`src/rtl/underdesigned_multiplier8_xor_enc64_pkg.sv`:
```
// Shared constants for the key-locked 8x8 approximate multiplier: widths,
// the unlocking key and where each group of key sites begins.
package underdesigned_multiplier8_xor_enc64_pkg;

  localparam int KEY_W         = 64;
  localparam logic [KEY_W-1:0] K_CORRECT = 64'hA125EF80FFDBD9B5;

  localparam int OP_W          = 8;
  localparam int RES_W         = 16;
  localparam int SLICE_W       = 2;
  localparam int SLICES        = OP_W / SLICE_W;
  localparam int NUM_BLK       = SLICES * SLICES;
  localparam int PP_W          = 3;

  localparam int PP_SITE_BASE  = 0;
  localparam int SUM_SITE_BASE = 48;

endpackage : underdesigned_multiplier8_xor_enc64_pkg

```
`src/rtl/underdesigned_multiplier8_xor_enc64_udm2x2.sv`:
```
// 2x2 approximate multiplier block: exact except 3*3, which yields 3'b111 so
// the product always fits in three bits.
module udm2x2
  import underdesigned_multiplier8_xor_enc64_pkg::*;
(
  input  logic [SLICE_W-1:0] a_i,
  input  logic [SLICE_W-1:0] b_i,
  output logic [PP_W-1:0]    y_o
);

  // Dropping the carry into bit 3 of 3*3 turns 9 into 7; every other case is exact.
  assign y_o[0] = a_i[0] & b_i[0];
  assign y_o[1] = (a_i[1] & b_i[0]) | (a_i[0] & b_i[1]);
  assign y_o[2] = a_i[1] & b_i[1];

endmodule : udm2x2

```
`src/rtl/underdesigned_multiplier8_xor_enc64.sv`:
```
// Key-locked 8x8 approximate multiplier: sixteen 2x2 blocks, XOR key gates on
// every partial-product bit and every sum bit, one output register.
module underdesigned_multiplier8_xor_enc64
  import underdesigned_multiplier8_xor_enc64_pkg::*;
(
  input  logic              clk,
  input  logic              rst_n,
  input  logic [OP_W-1:0]   operand1_i,
  input  logic [OP_W-1:0]   operand2_i,
  input  logic [KEY_W-1:0]  keyinput,
  output logic [RES_W-1:0]  result_o
);

  // A site inverts its net exactly when its key bit disagrees with the correct
  // key; folding K_CORRECT in lets synthesis pick XOR or XNOR per bit.
  logic [KEY_W-1:0] key_diff;
  assign key_diff = keyinput ^ K_CORRECT;

  logic [NUM_BLK-1:0][PP_W-1:0] pp;
  logic [NUM_BLK-1:0][PP_W-1:0] pp_locked;

  for (genvar p = 0; p < SLICES; p++) begin : g_a
    for (genvar q = 0; q < SLICES; q++) begin : g_b
      localparam int J = SLICES * p + q;

      udm2x2 u_blk (
        .a_i (operand1_i[SLICE_W*p +: SLICE_W]),
        .b_i (operand2_i[SLICE_W*q +: SLICE_W]),
        .y_o (pp[J])
      );

      assign pp_locked[J] = pp[J] ^ key_diff[PP_SITE_BASE + PP_W*J +: PP_W];
    end
  end

  logic [RES_W-1:0] sum;
  logic [RES_W-1:0] result_d;
  logic [RES_W-1:0] result_q;

  // NOTE: every variable written here gets a value before any conditional or
  // loop touches it, so no path leaves it holding state and no latch is inferred.
  always_comb begin
    sum = '0;
    for (int p = 0; p < SLICES; p++) begin
      for (int q = 0; q < SLICES; q++) begin
        sum = sum + (RES_W'(pp_locked[SLICES*p + q]) << (SLICE_W * (p + q)));
      end
    end
    result_d = sum ^ key_diff[SUM_SITE_BASE +: RES_W];
  end

  // NOTE: sequential state uses non-blocking assignment so every flop samples
  // its _d value from before the edge, independent of process ordering.
  always_ff @(posedge clk or negedge rst_n) begin
    if (!rst_n) result_q <= '0;
    else        result_q <= result_d;
  end

  assign result_o = result_q;

endmodule : underdesigned_multiplier8_xor_enc64

```
`config.mk`:
```
export PLATFORM = sky130hd
export DESIGN_NAME = underdesigned_multiplier8_xor_enc64
export DESIGN_NICKNAME = d
export VERILOG_FILES = /design/src/rtl/underdesigned_multiplier8_xor_enc64_pkg.sv /design/src/rtl/underdesigned_multiplier8_xor_enc64_udm2x2.sv /design/src/rtl/underdesigned_multiplier8_xor_enc64.sv
export SDC_FILE = /design/constraint.sdc
export NUM_CORES = 1
export LEC_CHECK = 0
export ABC_AREA = 1
export BUFFER_PORTS_ARGS = -buffer_cell sky130_fd_sc_hd__buf_2
export CORE_MARGIN = 2
export CORE_UTILIZATION = 40
export DETAILED_ROUTE_END_ITERATION = 8
export PLACE_DENSITY = 0.67
export SYNTH_ARGS = -nofsm -noshare
export SYNTH_HDL_FRONTEND = slang
export SYNTH_SLANG_ARGS = --single-unit
```
`constraint.sdc`:
```
create_clock -name clk -period 0.8 [get_ports clk]
set_clock_uncertainty 0.15 [all_clocks]
set_input_delay 0.16 -clock clk [delete_from_list [all_inputs] [get_ports clk]]
set_output_delay 0.16 -clock clk [all_outputs]
set_load 0.01 [all_outputs]
```
[Word-level counts from Yosys, hierarchy flattened]
Cells that the tools add are included.
Storage, ports and cells
  register bits: 16
  input bits: 82
  output and inout bits: 16
  logic and storage cells: 114
Operators by class
  add/sub/neg operators: 15
  bitwise logic cells: 98
Operators with widths (number)
  1-bit AND: 64
  3-bit bitwise XOR: 16
  38-bit inverter: 1
  16-bit by 11-bit adder with 16-bit output: 2
  16-bit by 13-bit adder with 16-bit output: 2
  16-bit by 9-bit adder with 16-bit output: 2
  16-bit by 15-bit adder with 16-bit output: 1
  1-bit OR: 16
  16-bit bitwise XOR: 1
  14-bit by 7-bit adder with 15-bit output: 1
  13-bit by 11-bit adder with 14-bit output: 1
  12-bit by 9-bit adder with 13-bit output: 1
  11-bit by 7-bit adder with 12-bit output: 1
  10-bit by 5-bit adder with 11-bit output: 1
  8-bit by 9-bit adder with 10-bit output: 1
  6-bit by 7-bit adder with 8-bit output: 1
  3-bit by 5-bit adder with 6-bit output: 1

[Logic depth before layout (Yosys ltp)]
  depth after elaboration: 19
  mapped depth: 29
  gate-level depth less buffers: 29

[Cells and area by module]
A second synthesis with hierarchy kept.
Second synthesis, totals
  cell total of the unflattened synthesis: 348
  area total of the unflattened synthesis: 2708.8 sq um
By module, submodules not included
  underdesigned_multiplier8_xor_enc64: times used 1, cells an instance 236, area an instance 2288.4 sq um, sequential area each 400.4 sq um
  udm2x2: times used 16, cells an instance 7, area an instance 26.3 sq um, sequential area each 0.0 sq um

[Least setup slack after synthesis]
No wires, ideal clock.
  path kind: input port to flip-flop
  start point: input operand1_i[1]
  end point: register result_q[15], in the netlist result_o[15]
  library setup time: 117 ps
  data arrival time: 5086 ps
  data required time: 533 ps
  path slack: -4553 ps
  stages: 23
  path buffers: 0
  cells stage by stage: nand2_1 > xor2_1 > inv_1 > fa_1 > fa_1 > inv_1 > fa_1 > ha_1 > fa_1 > nand3_1 > nand3_1 > xnor2_1 > fa_1 > inv_1 > fa_1 > fa_1 > fa_1 > nand3_1 > nand3_1 > nand2_1 > nand2_1 > nand2_1 > nand2_1
Between the ends
  longest elaborated chain between the ends: 19
  elaborated cells between the ends (all ways): 32
  those cells by class: 15 x add/sub; 17 x bitwise
RTL lines
  from (decl): RTL line underdesigned_multiplier8_xor_enc64.sv:8  | input logic [OP_W-1:0] operand1_i,
  1-bit AND: RTL line underdesigned_multiplier8_xor_enc64_udm2x2.sv:13  | assign y_o[1] = (a_i[1] & b_i[0]) | (a_i[0] & b_i[1]);
  1-bit OR: RTL line underdesigned_multiplier8_xor_enc64_udm2x2.sv:13
  3-bit bitwise XOR: RTL line underdesigned_multiplier8_xor_enc64.sv:32  | assign pp_locked[J] = pp[J] ^ key_diff[PP_SITE_BASE + PP_W*J +: PP_W];
  3-bit by 5-bit adder with 6-bit output: RTL line underdesigned_multiplier8_xor_enc64.sv:46  | sum = sum + (RES_W'(pp_locked[SLICES*p + q]) << (SLICE_W * (p + q)));
  6-bit by 7-bit adder with 8-bit output: RTL line underdesigned_multiplier8_xor_enc64.sv:46
  8-bit by 9-bit adder with 10-bit output *: RTL line underdesigned_multiplier8_xor_enc64.sv:46
  10-bit by 5-bit adder with 11-bit output *: RTL line underdesigned_multiplier8_xor_enc64.sv:46
  11-bit by 7-bit adder with 12-bit output *: RTL line underdesigned_multiplier8_xor_enc64.sv:46
  (+4 left out)
  16-bit by 11-bit adder with 16-bit output *: RTL line underdesigned_multiplier8_xor_enc64.sv:46
  16-bit by 13-bit adder with 16-bit output *: RTL line underdesigned_multiplier8_xor_enc64.sv:46
  16-bit by 9-bit adder with 16-bit output *: RTL line underdesigned_multiplier8_xor_enc64.sv:46
  16-bit by 11-bit adder with 16-bit output *: RTL line underdesigned_multiplier8_xor_enc64.sv:46
  16-bit by 13-bit adder with 16-bit output *: RTL line underdesigned_multiplier8_xor_enc64.sv:46
  16-bit by 15-bit adder with 16-bit output *: RTL line underdesigned_multiplier8_xor_enc64.sv:46
  16-bit bitwise XOR *: RTL line underdesigned_multiplier8_xor_enc64.sv:49  | result_d = sum ^ key_diff[SUM_SITE_BASE +: RES_W];
  named net result_d[15]: RTL line underdesigned_multiplier8_xor_enc64.sv:37  | logic [RES_W-1:0] result_d;
  to (signal assigned): RTL line underdesigned_multiplier8_xor_enc64.sv:56  | else result_q <= result_d;
  to (decl): RTL line underdesigned_multiplier8_xor_enc64.sv:38  | logic [RES_W-1:0] result_q;
The timed path passes the listed nets; every way through them passes the cells marked *.

[Final worst setup path]
  start point: input operand1_i[1]
  end point: register result_q[11], in the netlist result_o[11]
The elaborated chain is that of the path after synthesis.

==> results.yml <==
floorplan:
  placeableCoreArea_um2: 6390
  initial_utilization_pct: 41.4
  top_level_ports: 98
  die_area_um2: 7280
  die_h_um: 85.3
  core.rowCount: 29
  floorplan.die.width_um: 85.3
sta:
  worst_hold_slack_ns: -0.0547
  grt_setup_unrepaired: "yes"
  post-route-min-period_ns: 4.93
  setup_viol: 30
  final-max-slew-violation-count: 0
  timing.fmax_mhz: 203
  final-hold-violation-count: 10
  timing.max_slew.rel_slack_pct: 78.7
  fin_crit_sh_pct: 616
  setup_slack_ns: -4.13
  worst-slew-pin-transition_ns: 0.320
setup_path:
  crit_required_ns: 0.78
  critPathMaxFanout: 5
  timing.critical_path.arrival_ns: 4.91
  worst_setup_ep_type: "register"
  timing_worst_setup_path_type: "input port to register"
  worstSetupStartpointType: "input port"
power_and_ir_drop:
  totalPowerFinal_w: 0.0170
  max-vdd-ir-drop_uv: 4440
  leakage_nw: 2.16
  cellPowerDensity_nw_per_um2: 4310
global_route:
  track_usage_pct: 20.4
  grt_max_degree: 17
  grt_overflow: 0
  grt_pass1_vias: 2702
  grt_first_pass_wirelength_um: 11800
  antenna_found_initial: 0
synth:
  postSynthRegisterBits: 16
  netlist-cell-type-count: 17
  post_synth.cell_area_avg_um2: 8.24
  yosysWarnings: 0
  synthesis.area_um2: 2650
  synth.net_count: 459
  number_of_instances_in_the_synthesized_netlist: 321
  seq_area_frac_synth_pct: 15.1
worst_hold_path:
  min_from: "keyinput[52]"
  min_to: "result_o[4]"
  min-delay-path-class: "input port to register"
  hold_path_depth: 2
place:
  weighted_congestion_reported_at_the_end_of_routability_driven_placement: 0.912
  pre_cts_slack_ns: -4.44
  buffer_ports.inserted: 97
  dpl.hpwl_um: 6180
finish:
  largest_register_ff_count: 16
  layout-drive-gt1-share_pct: 44.6
  final_net_count: 609
  antennaDiodeCount: 0
  area_delta_synth_final_pct: 49.0
run_status:
  outcome: "finished, violations left"
  violated_checks: "hold timing, setup timing"
cts:
  cts.sinks: 16
  htree_levels: 1
  tritoncts.num_buffers: 3
  clock_tree.root_cell: "sky130_fd_sc_hd__clkbuf_8"
  cts.path.max_buffers: 2
  clkSlewWorstSetupHoldPaths_ns: 0.06
  cts_tree: "done"
  holdBufCountCts: 1
drt:
  first_pass_iters: 4
  route.detailed.drc: 0
  detail-route-antenna-nets: 0
  wl_per_cell_um: 12.9
  postRouteWirelength_um: 7040
  drt_iter0_drc: 71
  num_vias: 2567
  drt-vias-per-instance: 4.70
job:
  maxCapViolCount: 0
## cell usage in the layout, fill, tap and decap left out
cell type                       instances
sky130_fd_sc_hd__a21oi_1                5
sky130_fd_sc_hd__buf_2                 87
sky130_fd_sc_hd__buf_4                 45
sky130_fd_sc_hd__buf_6                  8
sky130_fd_sc_hd__buf_8                  3
sky130_fd_sc_hd__clkbuf_4               1
sky130_fd_sc_hd__clkbuf_8               3
sky130_fd_sc_hd__dfrtp_1               16
sky130_fd_sc_hd__dlygate4sd3_1          1
sky130_fd_sc_hd__fa_1                  15
sky130_fd_sc_hd__fa_2                   8
sky130_fd_sc_hd__ha_1                  26
sky130_fd_sc_hd__ha_4                   7
sky130_fd_sc_hd__inv_1                 51
sky130_fd_sc_hd__inv_2                 23
sky130_fd_sc_hd__inv_4                  1
sky130_fd_sc_hd__nand2_1               57
sky130_fd_sc_hd__nand2_2                3
sky130_fd_sc_hd__nand2_4                4
sky130_fd_sc_hd__nand3_1                7
sky130_fd_sc_hd__nand3_2                4
sky130_fd_sc_hd__nand3b_1               1
sky130_fd_sc_hd__nand4_1                5
sky130_fd_sc_hd__nor2_1                 2
sky130_fd_sc_hd__o21ai_0                1
sky130_fd_sc_hd__o21ai_2                1
sky130_fd_sc_hd__o22ai_1               11
sky130_fd_sc_hd__o22ai_2                4
sky130_fd_sc_hd__xnor2_1               26
sky130_fd_sc_hd__xnor2_2                5
sky130_fd_sc_hd__xor2_1                36
sky130_fd_sc_hd__xor2_2                 2
## synthesized netlist by cell type
cell type                  number  share of area (%)
sky130_fd_sc_hd__a21oi_1        5               0.95
sky130_fd_sc_hd__nor2_1         2               0.28
sky130_fd_sc_hd__xor2_1        38                 13
sky130_fd_sc_hd__dfrtp_1       16                 15
sky130_fd_sc_hd__xnor2_1       31                 10
sky130_fd_sc_hd__nand2_1       64                9.1
sky130_fd_sc_hd__inv_1         58                8.2
sky130_fd_sc_hd__o21ai_2        1               0.33
sky130_fd_sc_hd__ha_1          33                 16
sky130_fd_sc_hd__nand3_1       11                2.1
sky130_fd_sc_hd__fa_1          23                 17
sky130_fd_sc_hd__o22ai_2        2               0.95
sky130_fd_sc_hd__nand4_1        5                1.2
sky130_fd_sc_hd__inv_2         17                2.4
sky130_fd_sc_hd__o21ai_0        1               0.19
sky130_fd_sc_hd__nand3b_1       1               0.28
sky130_fd_sc_hd__o22ai_1       13                3.1
## power breakdown
part           total, W  leakage (nW)  internal [W]  switching [W]
clock          0.000575        0.0216      0.000333       0.000242
sequential      0.00146         0.186       0.00139      0.0000711
combinational    0.0150          1.95       0.00773        0.00723
## critical path, stage by stage
cell and delay [ns]:
sky130_fd_sc_hd__buf_8 0.11, sky130_fd_sc_hd__nand2_2 0.06, sky130_fd_sc_hd__xor2_1 0.13, sky130_fd_sc_hd__inv_1 0.06, sky130_fd_sc_hd__fa_1 0.47, sky130_fd_sc_hd__fa_1 0.50
sky130_fd_sc_hd__fa_1 0.53, sky130_fd_sc_hd__inv_2 0.05, sky130_fd_sc_hd__fa_2 0.41, sky130_fd_sc_hd__nand3_2 0.08, sky130_fd_sc_hd__nand3_2 0.08, sky130_fd_sc_hd__xnor2_2 0.15
sky130_fd_sc_hd__fa_2 0.36, sky130_fd_sc_hd__inv_2 0.06, sky130_fd_sc_hd__fa_1 0.43, sky130_fd_sc_hd__fa_1 0.49, sky130_fd_sc_hd__fa_2 0.38, sky130_fd_sc_hd__buf_4 0.15
sky130_fd_sc_hd__xnor2_2 0.13, sky130_fd_sc_hd__xnor2_1 0.12
## per-layer routing
metal	part of all wire [%]	track usage [%]	up-vias	wire length [um]
li1	-	-	1283	-
met1	42	25.4	1163	2960
met2	49	36.6	95	3440
met3	5.9	1.46	26	413
met4	3.3	7.50	0	229
met5	0	0	-	0
## per-stage QoR
step	instance area [um2]	hold WS, ns	utilization [%]	cells	setup TNS, ns
floorplan	2760	-0.286	-	321	-41.25
CTS	3890	-0.0582	61.0	544	-45.19
global route	3940	-0.0522	61.7	546	-47.52
global placement	3670	-0.0734	57.4	538	-45.49
detailed placement	3670	-0.0653	57.4	538	-46.02
finish	3940	-0.0547	61.7	546	-45.12
## kinds of logic (layout without fill, tap and decap cells)
| group | Yosys count | after routing | share of synthesized area (%) |
|---|---|---|---|
| buf+inv | 75 | 223 | 10.6 |
| simple gates | 83 | 83 | 12.9 |
| xor+xnor | 69 | 69 | 22.8 |
| fa+ha+maj | 56 | 56 | 33.0 |
| compound gates | 22 | 22 | 5.48 |
| flops | 16 | 16 | 15.1 |
## repair_timing
item	CTS	global route
setup endpoints to repair	31	47
setup buffers	2	2
pin swaps	30	9
gates resized for setup	42	5
hold endpoints to repair	26	10
## how the worst max path moves through the flow
stage	start	endpoint	slack (ns)	cells after the start
floorplan	operand2_i[1]	result_o[15]	-4.11	24
global placement	operand1_i[0]	result_o[15]	-4.40	25
detailed placement	operand1_i[0]	result_o[15]	-4.44	25
CTS	operand1_i[1]	result_o[15]	-4.16	23
global route	operand2_i[1]	result_o[15]	-4.32	24
finish	operand1_i[1]	result_o[11]	-4.13	20
## final cells by class
class / count / area, um2
Fill cell: 574 / 2440
Tap cell: 77 / 96.3
Inverter: 75 / 284
Timing Repair Buffer: 145 / 926
Sequential cell: 16 / 400
Multi-Input combinational cell: 230 / 2190
Clock buffer: 3 / 41.3
No activity file was read; power rests on OpenSTA's default activity.
